[config.mk]
export PLATFORM = sky130hd
export DESIGN_NAME = control_sequencer_flat
export DESIGN_NICKNAME = d
export VERILOG_FILES = /design/src/rtl/ctrl_pkg.sv /design/src/rtl/control_sequencer_if.sv /design/src/rtl/control_sequencer_rom.sv /design/src/rtl/control_sequencer.sv /design/src/flat_wrapper.sv
export SDC_FILE = /design/constraint.sdc
export NUM_CORES = 1
export LEC_CHECK = 0
export ABC_CLOCK_PERIOD_IN_PS = 3000
export CORE_UTILIZATION = 43
export DETAILED_ROUTE_END_ITERATION = 10
export PLACE_DENSITY = 0.79
export SLEW_MARGIN = 15
export SYNTH_ARGS = -nofsm -noshare
export SYNTH_HDL_FRONTEND = slang
export SYNTH_SLANG_ARGS = --single-unit
[constraint.sdc]
create_clock -name clk -period 3 [get_ports clk]
set_input_delay 0.6 -clock clk [delete_from_list [all_inputs] [get_ports clk]]
set_output_delay 0.6 -clock clk [all_outputs]
set_load 0.1 [all_outputs]
[src/rtl/ctrl_pkg.sv]
// Shared definitions for the 8-bit computer: opcodes, control-word bit layout, T-state encodings.
package ctrl_pkg;

    typedef logic [15:0] ctrl_word_t;

    typedef enum logic [2:0] {
        StT0 = 3'd0,
        StT1 = 3'd1,
        StT2 = 3'd2,
        StT3 = 3'd3,
        StT4 = 3'd4
    } t_state_e;

    localparam logic [3:0] OP_NOP = 4'h0;
    localparam logic [3:0] OP_LDA = 4'h1;
    localparam logic [3:0] OP_ADD = 4'h2;
    localparam logic [3:0] OP_SUB = 4'h3;
    localparam logic [3:0] OP_STA = 4'h4;
    localparam logic [3:0] OP_LDI = 4'h5;
    localparam logic [3:0] OP_JMP = 4'h6;
    localparam logic [3:0] OP_JC  = 4'h7;
    localparam logic [3:0] OP_JZ  = 4'h8;
    localparam logic [3:0] OP_OUT = 4'hE;
    localparam logic [3:0] OP_HLT = 4'hF;

    localparam int unsigned BIT_HLT = 15;
    localparam int unsigned BIT_MI  = 14;
    localparam int unsigned BIT_RI  = 13;
    localparam int unsigned BIT_RO  = 12;
    localparam int unsigned BIT_IO  = 11;
    localparam int unsigned BIT_II  = 10;
    localparam int unsigned BIT_AI  = 9;
    localparam int unsigned BIT_AO  = 8;
    localparam int unsigned BIT_EO  = 7;
    localparam int unsigned BIT_SU  = 6;
    localparam int unsigned BIT_BI  = 5;
    localparam int unsigned BIT_OI  = 4;
    localparam int unsigned BIT_CE  = 3;
    localparam int unsigned BIT_CO  = 2;
    localparam int unsigned BIT_J   = 1;
    localparam int unsigned BIT_FI  = 0;

    localparam ctrl_word_t CW_HLT = ctrl_word_t'(1) << BIT_HLT;
    localparam ctrl_word_t CW_MI  = ctrl_word_t'(1) << BIT_MI;
    localparam ctrl_word_t CW_RI  = ctrl_word_t'(1) << BIT_RI;
    localparam ctrl_word_t CW_RO  = ctrl_word_t'(1) << BIT_RO;
    localparam ctrl_word_t CW_IO  = ctrl_word_t'(1) << BIT_IO;
    localparam ctrl_word_t CW_II  = ctrl_word_t'(1) << BIT_II;
    localparam ctrl_word_t CW_AI  = ctrl_word_t'(1) << BIT_AI;
    localparam ctrl_word_t CW_AO  = ctrl_word_t'(1) << BIT_AO;
    localparam ctrl_word_t CW_EO  = ctrl_word_t'(1) << BIT_EO;
    localparam ctrl_word_t CW_SU  = ctrl_word_t'(1) << BIT_SU;
    localparam ctrl_word_t CW_BI  = ctrl_word_t'(1) << BIT_BI;
    localparam ctrl_word_t CW_OI  = ctrl_word_t'(1) << BIT_OI;
    localparam ctrl_word_t CW_CE  = ctrl_word_t'(1) << BIT_CE;
    localparam ctrl_word_t CW_CO  = ctrl_word_t'(1) << BIT_CO;
    localparam ctrl_word_t CW_J   = ctrl_word_t'(1) << BIT_J;
    localparam ctrl_word_t CW_FI  = ctrl_word_t'(1) << BIT_FI;

endpackage

[src/rtl/control_sequencer_if.sv]
// Sequencer-side bus: step gate, instruction/flag inputs and the control-word outputs.
interface control_sequencer_if;
    import ctrl_pkg::*;

    logic       step_en;
    logic [3:0] opcode;
    logic       carry_flag;
    logic       zero_flag;
    ctrl_word_t ctrl;
    logic [2:0] t_state;
    logic       halted;

    modport master (
        output step_en, opcode, carry_flag, zero_flag,
        input  ctrl, t_state, halted
    );

    modport slave (
        input  step_en, opcode, carry_flag, zero_flag,
        output ctrl, t_state, halted
    );
endinterface

[src/rtl/control_sequencer_rom.sv]
// Combinational microcode table: (opcode, T-state, flags) -> control word.
module microcode_rom
    import ctrl_pkg::*;
(
    input  logic [3:0] opcode_i,
    input  logic [2:0] t_state_i,
    input  logic       carry_i,
    input  logic       zero_i,
    output ctrl_word_t ctrl_o
);
    always_comb begin
        ctrl_o = '0;
        if (t_state_i == StT0) begin
            ctrl_o = CW_CO | CW_MI;
        end else if (t_state_i == StT1) begin
            ctrl_o = CW_RO | CW_II | CW_CE;
        end else begin
            case (opcode_i)
                OP_NOP: ctrl_o = '0;
                OP_LDA: begin
                    if (t_state_i == StT2)      ctrl_o = CW_IO | CW_MI;
                    else if (t_state_i == StT3) ctrl_o = CW_RO | CW_AI;
                end
                OP_ADD, OP_SUB: begin
                    if (t_state_i == StT2)      ctrl_o = CW_IO | CW_MI;
                    else if (t_state_i == StT3) ctrl_o = CW_RO | CW_BI;
                    else if (t_state_i == StT4) begin
                        ctrl_o = CW_EO | CW_AI | CW_FI | ((opcode_i == OP_SUB) ? CW_SU : '0);
                    end
                end
                OP_STA: begin
                    if (t_state_i == StT2)      ctrl_o = CW_IO | CW_MI;
                    else if (t_state_i == StT3) ctrl_o = CW_AO | CW_RI;
                end
                OP_LDI: if (t_state_i == StT2) ctrl_o = CW_IO | CW_AI;
                OP_JMP: if (t_state_i == StT2) ctrl_o = CW_IO | CW_J;
                OP_JC:  if (t_state_i == StT2 && carry_i) ctrl_o = CW_IO | CW_J;
                OP_JZ:  if (t_state_i == StT2 && zero_i)  ctrl_o = CW_IO | CW_J;
                OP_OUT: if (t_state_i == StT2) ctrl_o = CW_AO | CW_OI;
                OP_HLT: if (t_state_i == StT2) ctrl_o = CW_HLT;
                default: ctrl_o = '0;
            endcase
        end
    end
endmodule

[src/rtl/control_sequencer.sv]
// Fetch/execute T-state sequencer: steps T0..T4, ends early on empty microsteps, latches HLT.
module control_sequencer
    import ctrl_pkg::*;
#(
    parameter bit EARLY_END = 1'b1
) (
    input logic                clk,
    input logic                rst,
    control_sequencer_if.slave bus_io
);
    t_state_e   t_state_q, t_state_d;
    logic       halted_q, halted_d;
    ctrl_word_t cur_word, next_word, ctrl_out;
    logic [2:0] t_next_idx;

    assign t_next_idx = t_state_q + 3'd1;

    microcode_rom u_rom_cur (
        .opcode_i  (bus_io.opcode),
        .t_state_i (t_state_q),
        .carry_i   (bus_io.carry_flag),
        .zero_i    (bus_io.zero_flag),
        .ctrl_o    (cur_word)
    );

    // Look-ahead at step n+1 decides whether the instruction can end now.
    microcode_rom u_rom_next (
        .opcode_i  (bus_io.opcode),
        .t_state_i (t_next_idx),
        .carry_i   (bus_io.carry_flag),
        .zero_i    (bus_io.zero_flag),
        .ctrl_o    (next_word)
    );

    always_ff @(posedge clk) begin
        if (rst) begin
            t_state_q <= StT0;
            halted_q  <= 1'b0;
        end else begin
            t_state_q <= t_state_d;
            halted_q  <= halted_d;
        end
    end

    always_comb begin
        t_state_d = t_state_q;
        halted_d  = halted_q;
        if (!halted_q && bus_io.step_en) begin
            if (cur_word[BIT_HLT]) begin
                halted_d = 1'b1;
            end else if (t_state_q >= StT4) begin
                t_state_d = StT0;
            end else if (EARLY_END && (t_state_q >= StT2) && (next_word == '0)) begin
                t_state_d = StT0;
            end else begin
                t_state_d = t_state_e'(t_next_idx);
            end
        end
    end

    always_comb begin
        ctrl_out = halted_q ? CW_HLT : cur_word;
    end

    assign bus_io.ctrl    = ctrl_out;
    assign bus_io.t_state = t_state_q;
    assign bus_io.halted  = halted_q;
endmodule

[src/flat_wrapper.sv]
// flat-port wrapper written by rule: the top's interface ports become plain ports
module control_sequencer_flat import ctrl_pkg::*;
#(
    parameter bit EARLY_END = 1'b1
)
  (clk, rst, bus_io_step_en, bus_io_opcode, bus_io_carry_flag, bus_io_zero_flag, bus_io_ctrl, bus_io_t_state, bus_io_halted);
  control_sequencer_if bus_io_i ();
  input logic clk;
  input logic rst;
  input wire logic [$bits(bus_io_i.step_en)-1:0] bus_io_step_en;
  input wire logic [$bits(bus_io_i.opcode)-1:0] bus_io_opcode;
  input wire logic [$bits(bus_io_i.carry_flag)-1:0] bus_io_carry_flag;
  input wire logic [$bits(bus_io_i.zero_flag)-1:0] bus_io_zero_flag;
  output wire logic [$bits(bus_io_i.ctrl)-1:0] bus_io_ctrl;
  output wire logic [$bits(bus_io_i.t_state)-1:0] bus_io_t_state;
  output wire logic [$bits(bus_io_i.halted)-1:0] bus_io_halted;
  assign bus_io_i.step_en = bus_io_step_en;
  assign bus_io_i.opcode = bus_io_opcode;
  assign bus_io_i.carry_flag = bus_io_carry_flag;
  assign bus_io_i.zero_flag = bus_io_zero_flag;
  assign bus_io_ctrl = bus_io_i.ctrl;
  assign bus_io_t_state = bus_io_i.t_state;
  assign bus_io_halted = bus_io_i.halted;
  control_sequencer #(.EARLY_END(EARLY_END)) u_core (.clk(clk), .rst(rst), .bus_io(bus_io_i));
endmodule
Word-level counts from Yosys, hierarchy flattened
Cells that the tools add are included.

cells by class
  $add $sub $neg = 1
  magnitude comparators = 2
  eq/ne operators = 18
  mux-type cells = 36
  bitwise logic cells = 1
  reduce and logical (&&, ||, !) cells = 13

operators by type and width
  kind                   count
  $pmux W16 S9           2
  $mux W16               10
  $mux W12               8
  $mux W15               5
  $mux W13               3
  $mux W14               2
  $mux W9                2
  $eq A4 B3 Y1 const B   4
  $logic_not A16 Y1      1
  $eq A3 B2 Y1 const B   4
  $eq A4 B4 Y1 const B   3
  $mux W10               1
  $eq A4 B2 Y1 const B   2
  $mux W7                1
  $eq A3 B1 Y1 const B   2
  $eq A3 B3 Y1 const B   2
  $logic_and A1 B1 Y1    6
  $logic_not A3 Y1       2
  $mux W3                2
  $eq A4 B1 Y1 const B   1
  $reduce_and A2 Y1      2
  $add A3 B1 Y3 const B  1
  $ge A3 B2 Y1 const B   1
  $ge A3 B3 Y1 const B   1
  other kinds (3)        3

storage, ports and cells
  bits in registers = 4
  bits of input ports = 9
  output and inout port bits = 20
  logic and storage cells = 73

Logic depth before layout (Yosys ltp)
  depth in word-level cells = 12
  mapped depth = 8
  depth with buffers taken out = 7

By module
A second synthesis with hierarchy kept.

unflattened totals
  cells, all modules = 136
  area total of the unflattened synthesis = 1,003.5 µm²

modules (own cells, without submodules)
  module             instances  cells an instance  area an instance (µm²)  sequential area each (µm²)
  microcode_rom      2          47                 330.3                   0.0
  control_sequencer  1          42                 342.8                   80.1

Least setup slack after synthesis
OpenSTA, ideal clock, no wires.

  kind = register to output
  start = register u_core.t_state_q[0], in the netlist u_core.bus_io.t_state[0]
  end = output port bus_io_ctrl[12]
  data arrival time = 5.769 ns
  path slack = -3.369 ns
  cell stages (with the launch flop) = 5
  path buffers = 0
  cell sequence = dfxtp_1 -> inv_1 -> ha_1 -> nor4b_1 -> a41o_1

between the ends
  cells in the longest elaborated chain, start to end = 7
  elaborated cells on any way between the ends = 13
  classes of those cells = 3 x eq/ne; 9 x mux; 1 x reduce/logical

ends and longest elaborated chain
  item                                line                                                      text
  from (decl)                         control_sequencer.sv:11                                   t_state_e t_state_q, t_state_d;
  from (signal assigned)              control_sequencer.sv:37                                   t_state_q <= StT0;
  from (signal assigned)              control_sequencer.sv:40                                   t_state_q <= t_state_d;
  $eq A3 B2 Y1                        control_sequencer_rom.sv:22, control_sequencer_rom.sv:26
  $mux W13, on equally long branches  control_sequencer_rom.sv:26, control_sequencer_rom.sv:22
  $mux W15, on equally long branches  control_sequencer_rom.sv:25, control_sequencer_rom.sv:21
  $pmux W16 S9                        control_sequencer_rom.sv:18                               case (opcode_i)
  $mux W16                            control_sequencer_rom.sv:15                               end else if (t_state_i == StT1) begin
  $mux W16 *                          control_sequencer_rom.sv:13                               if (t_state_i == StT0) begin
  $mux W16 *                          control_sequencer.sv:62                                   ctrl_out = halted_q ? CW_HLT : cur_word;
  to (decl)                           flat_wrapper.sv:14                                        output wire logic [$bits(bus_io_i.ctrl)-1:0] bus_io_ctrl;

Every way passes the cells marked *; elsewhere a longest branch is shown, timed or not.

Final worst setup path
  start = input port bus_io_opcode[3]
  end = output port bus_io_ctrl[8]

between the ends
  cells in the longest elaborated chain, start to end = 6
  elaborated cells on any way between the ends = 15
  classes of those cells = 10 x eq/ne; 4 x mux; 1 x reduce/logical

ends and longest elaborated chain
  item              line                         text
  from (decl)       flat_wrapper.sv:11           input wire logic [$bits(bus_io_i.opcode)-1:0] bus_io_opcode;
  $eq A4 B2 Y1      control_sequencer_rom.sv:18
  $reduce_or A2 Y1  control_sequencer_rom.sv:18
  $pmux W16 S9 *    control_sequencer_rom.sv:18
  $mux W16 *        control_sequencer_rom.sv:15
  $mux W16 *        control_sequencer_rom.sv:13
  $mux W16 *        control_sequencer.sv:62

Marked as above.

==> impl_results.md <==
* Critical path type: in2out
* Post-synth EDFFs at 0
* Fin nets at around 160
* Die W at between 40 and 50 um
* Core box area at roughly 1600 um2
* First-pass GRT wire length at around 4000 um
* Maximum VDD drop at roughly 0.33 mV
* Max cap viols at 0
* Post-route ant nets at 0
* Buffers on Ports at 28
* Root Driver: clkbuf_4
* Clock Pin Slew Worst Setup and Hold Paths at 0.04 ns
* Post-layout util at 89.8%
* Antenna violations before repair at 0
* Yosys top cell by area: ha_1
* Crit path max fanout at 4
* Post-Syn Instances at ~100
* Placed insts at approximately 160
* CTS H-tree depth at 1
* PwrDens at around 270 nW/um2
* 1st-iter DRT viols at 24
* Leak pwr at approximately 0.60 nW
* R2R Setup Slk at 0.97 ns
* Largest net degree at the start of global routing at 13
* Post-synth top area share at approximately an eighth
* Die Area at just under 2000 um2
* Final WL at 2430 um
* TritonCTS buffer count at 3
* Sequential area share after synthesis at roughly a tenth
* Synth cell count leaders: nor2_1 (14), ha_1 (8), nor3_1 (8)
* Crit path required time at around 2.4 ns
* Hold_buf cts at 0
* Fin cells at approximately 160
* Slew margin rel. at a little under three quarters
* Vias in the first global route at 919
* Clock sinks at 4
* Slew @ Worst Pin at ~0.43 ns
* GRT overflow at 0
* # setup viols final at 0
* Post-Syn Nets at between 100 and 150
* I/O pins at 29
* WP data arrival at 2.31 ns
* Synth Cell Area at between 700 and 800 um2
* Clock latency on the worst-skew pair at ~0.23 ns
* WL/cell at roughly 15 um
* Seq cells post-synth at 4
* Maximum buffer depth of the clock tree at 2
* Final estimated routing congestion in global placement at just under 0.9
* Final hold vios at 0
* Violated checks: design-rule violations
* Drt pass-1 iters at 7
* Rows at 14
* Slew Viols, Final at 0
* Startpoint Class: input port
* Tcrit/Tclk final at 96.9%
* Clock skew at around 0.005 ns
* Endpoint class of the critical path: output port
* Initial Utilization at between 40% and 50%
* Period minus WS final at around 2.9 ns
* Syn-to-layout area delta at 88.4%
* Predominant post-synthesis flop cell: dfxtp_1
* Peak Freq at 344 MHz
* Synthesis Warnings at 0
* Total track usage at between 20 and 30%
* CTS tree: done
* HPWL Detailed at between 1500 and 2000 um
* Dominant cell by count in the synthesized netlist: nor2_1
* Yosys cell types at 44
* Number of remaining DRC errors at 3
* RSZ-0062 raised after global routing: no
* Layout cell share with drive strength beyond 1 at 46.2%
* Fillers at between 70 and 80
* Worst Hold Class: reg2reg
* Status: complete, but fails checks
* Syn Area/Cell at roughly 7.3 um2
* Async SR Flop Fraction at 0%
* Synth top area cells: ha_1 (13%), dfxtp_1 (11%), nor2_1 (7.0%)
* DR vias/cell at between 5 and 6
* DIE HEIGHT at ~44 um
* Antenna cells at 0
* Via Count at 959
routing by layer:
metal	routed length, um	GRT usage (%)
met1	953	34.5
met2	1280	49.6
met3	132	2.92
met4	62	13.8
met5	0	0
layout by cell type, fill, tap and decap left out, types with 3 or more instances in the layout:
cell type	count
dfxtp_4	3
buf_12	13
buf_4	25
clkbuf_4	3
clkdlybuf4s50_1	4
ha_1	6
a21oi_1	3
dlygate4sd2_1	3
inv_1	4
nor3_4	3
o21ai_0	5
nor3_1	5
nor2_1	13
nand2b_1	3
what timing repair did:
action,in CTS,in global routing
hold endpoints to repair,0,0
resized for setup,11,1
buffers inserted,1,0
endpoints found under the setup margin,10,9
pin swaps,2,1
final timing paths:
path                                                       startpoint  cells past startpoint                                     to
worst max-delay path                                 bus_io_opcode[3]                      8                         bus_io_ctrl[8]
worst min-delay path            u_core.bus_io.t_state[1]$_SDFFE_PP0P_                      2  u_core.bus_io.t_state[1]$_SDFFE_PP0P_
worst max register to register  u_core.bus_io.t_state[0]$_SDFFE_PP0P_                      7  u_core.bus_io.t_state[2]$_SDFFE_PP0P_
worst min register to register  u_core.bus_io.t_state[1]$_SDFFE_PP0P_                      2  u_core.bus_io.t_state[1]$_SDFFE_PP0P_
sequential cells by signal, summed over array words and instances (netlist names):
name	count
u_core.bus_io.halted	1
u_core.bus_io.t_state	3
kinds of logic after synthesis:
group / Yosys count / share of synthesized area (%)
buf+inv: 14 / 8.82
simple gates: 49 / 39.9
compound gates: 27 / 26.0
fa+ha+maj: 8 / 13.3
flops: 4 / 10.6
mux: 1 / 1.33
stage by stage:
step	TNS, ns	hold WS, ns	cell area [um2]	worst slack, ns	total power, mW
3_5_place_dp	-1.42	0.554	1340	-0.177	0.305
2_1_floorplan	-3.81	0.663	853	-0.738	0.235
4_1_cts	0	0.576	1410	0.00285	0.389
5_1_grt	0	0.586	1420	0.0171	0.406
6_report	0	0.571	1420	0.0927	0.387
3_3_place_gp	-1.04	0.538	1340	-0.133	0.300
critical path, cell delays in order:
cell	delay (ns)
dlygate4sd2_1	0.27
buf_4	0.15
inv_1	0.07
nor3_1	0.07
or4_4	0.50
nor4b_4	0.31
or2_4	0.18
buf_12	0.16
report_power, final:
part           switching, mW  total (mW)  internal (mW)  leakage [nW]
Combinational          0.162       0.250         0.0877         0.548
Sequential           0.00835      0.0644         0.0561        0.0347
Clock                 0.0230      0.0729         0.0500        0.0150
Total                  0.193       0.387          0.194         0.598
final cells by class:
class / count / area [um2] / share of cell area, %
Inverter: 6 / 27.5 / 1.94
Multi-Input combinational cell: 85 / 724 / 51.1
Timing Repair Buffer: 46 / 527 / 37.2
Sequential cell: 4 / 91.3 / 6.45
Clock buffer: 4 / 26.3 / 1.86
Tap cell: 16 / 20.0 / 1.41
Power figures use the tool's default switching activity.
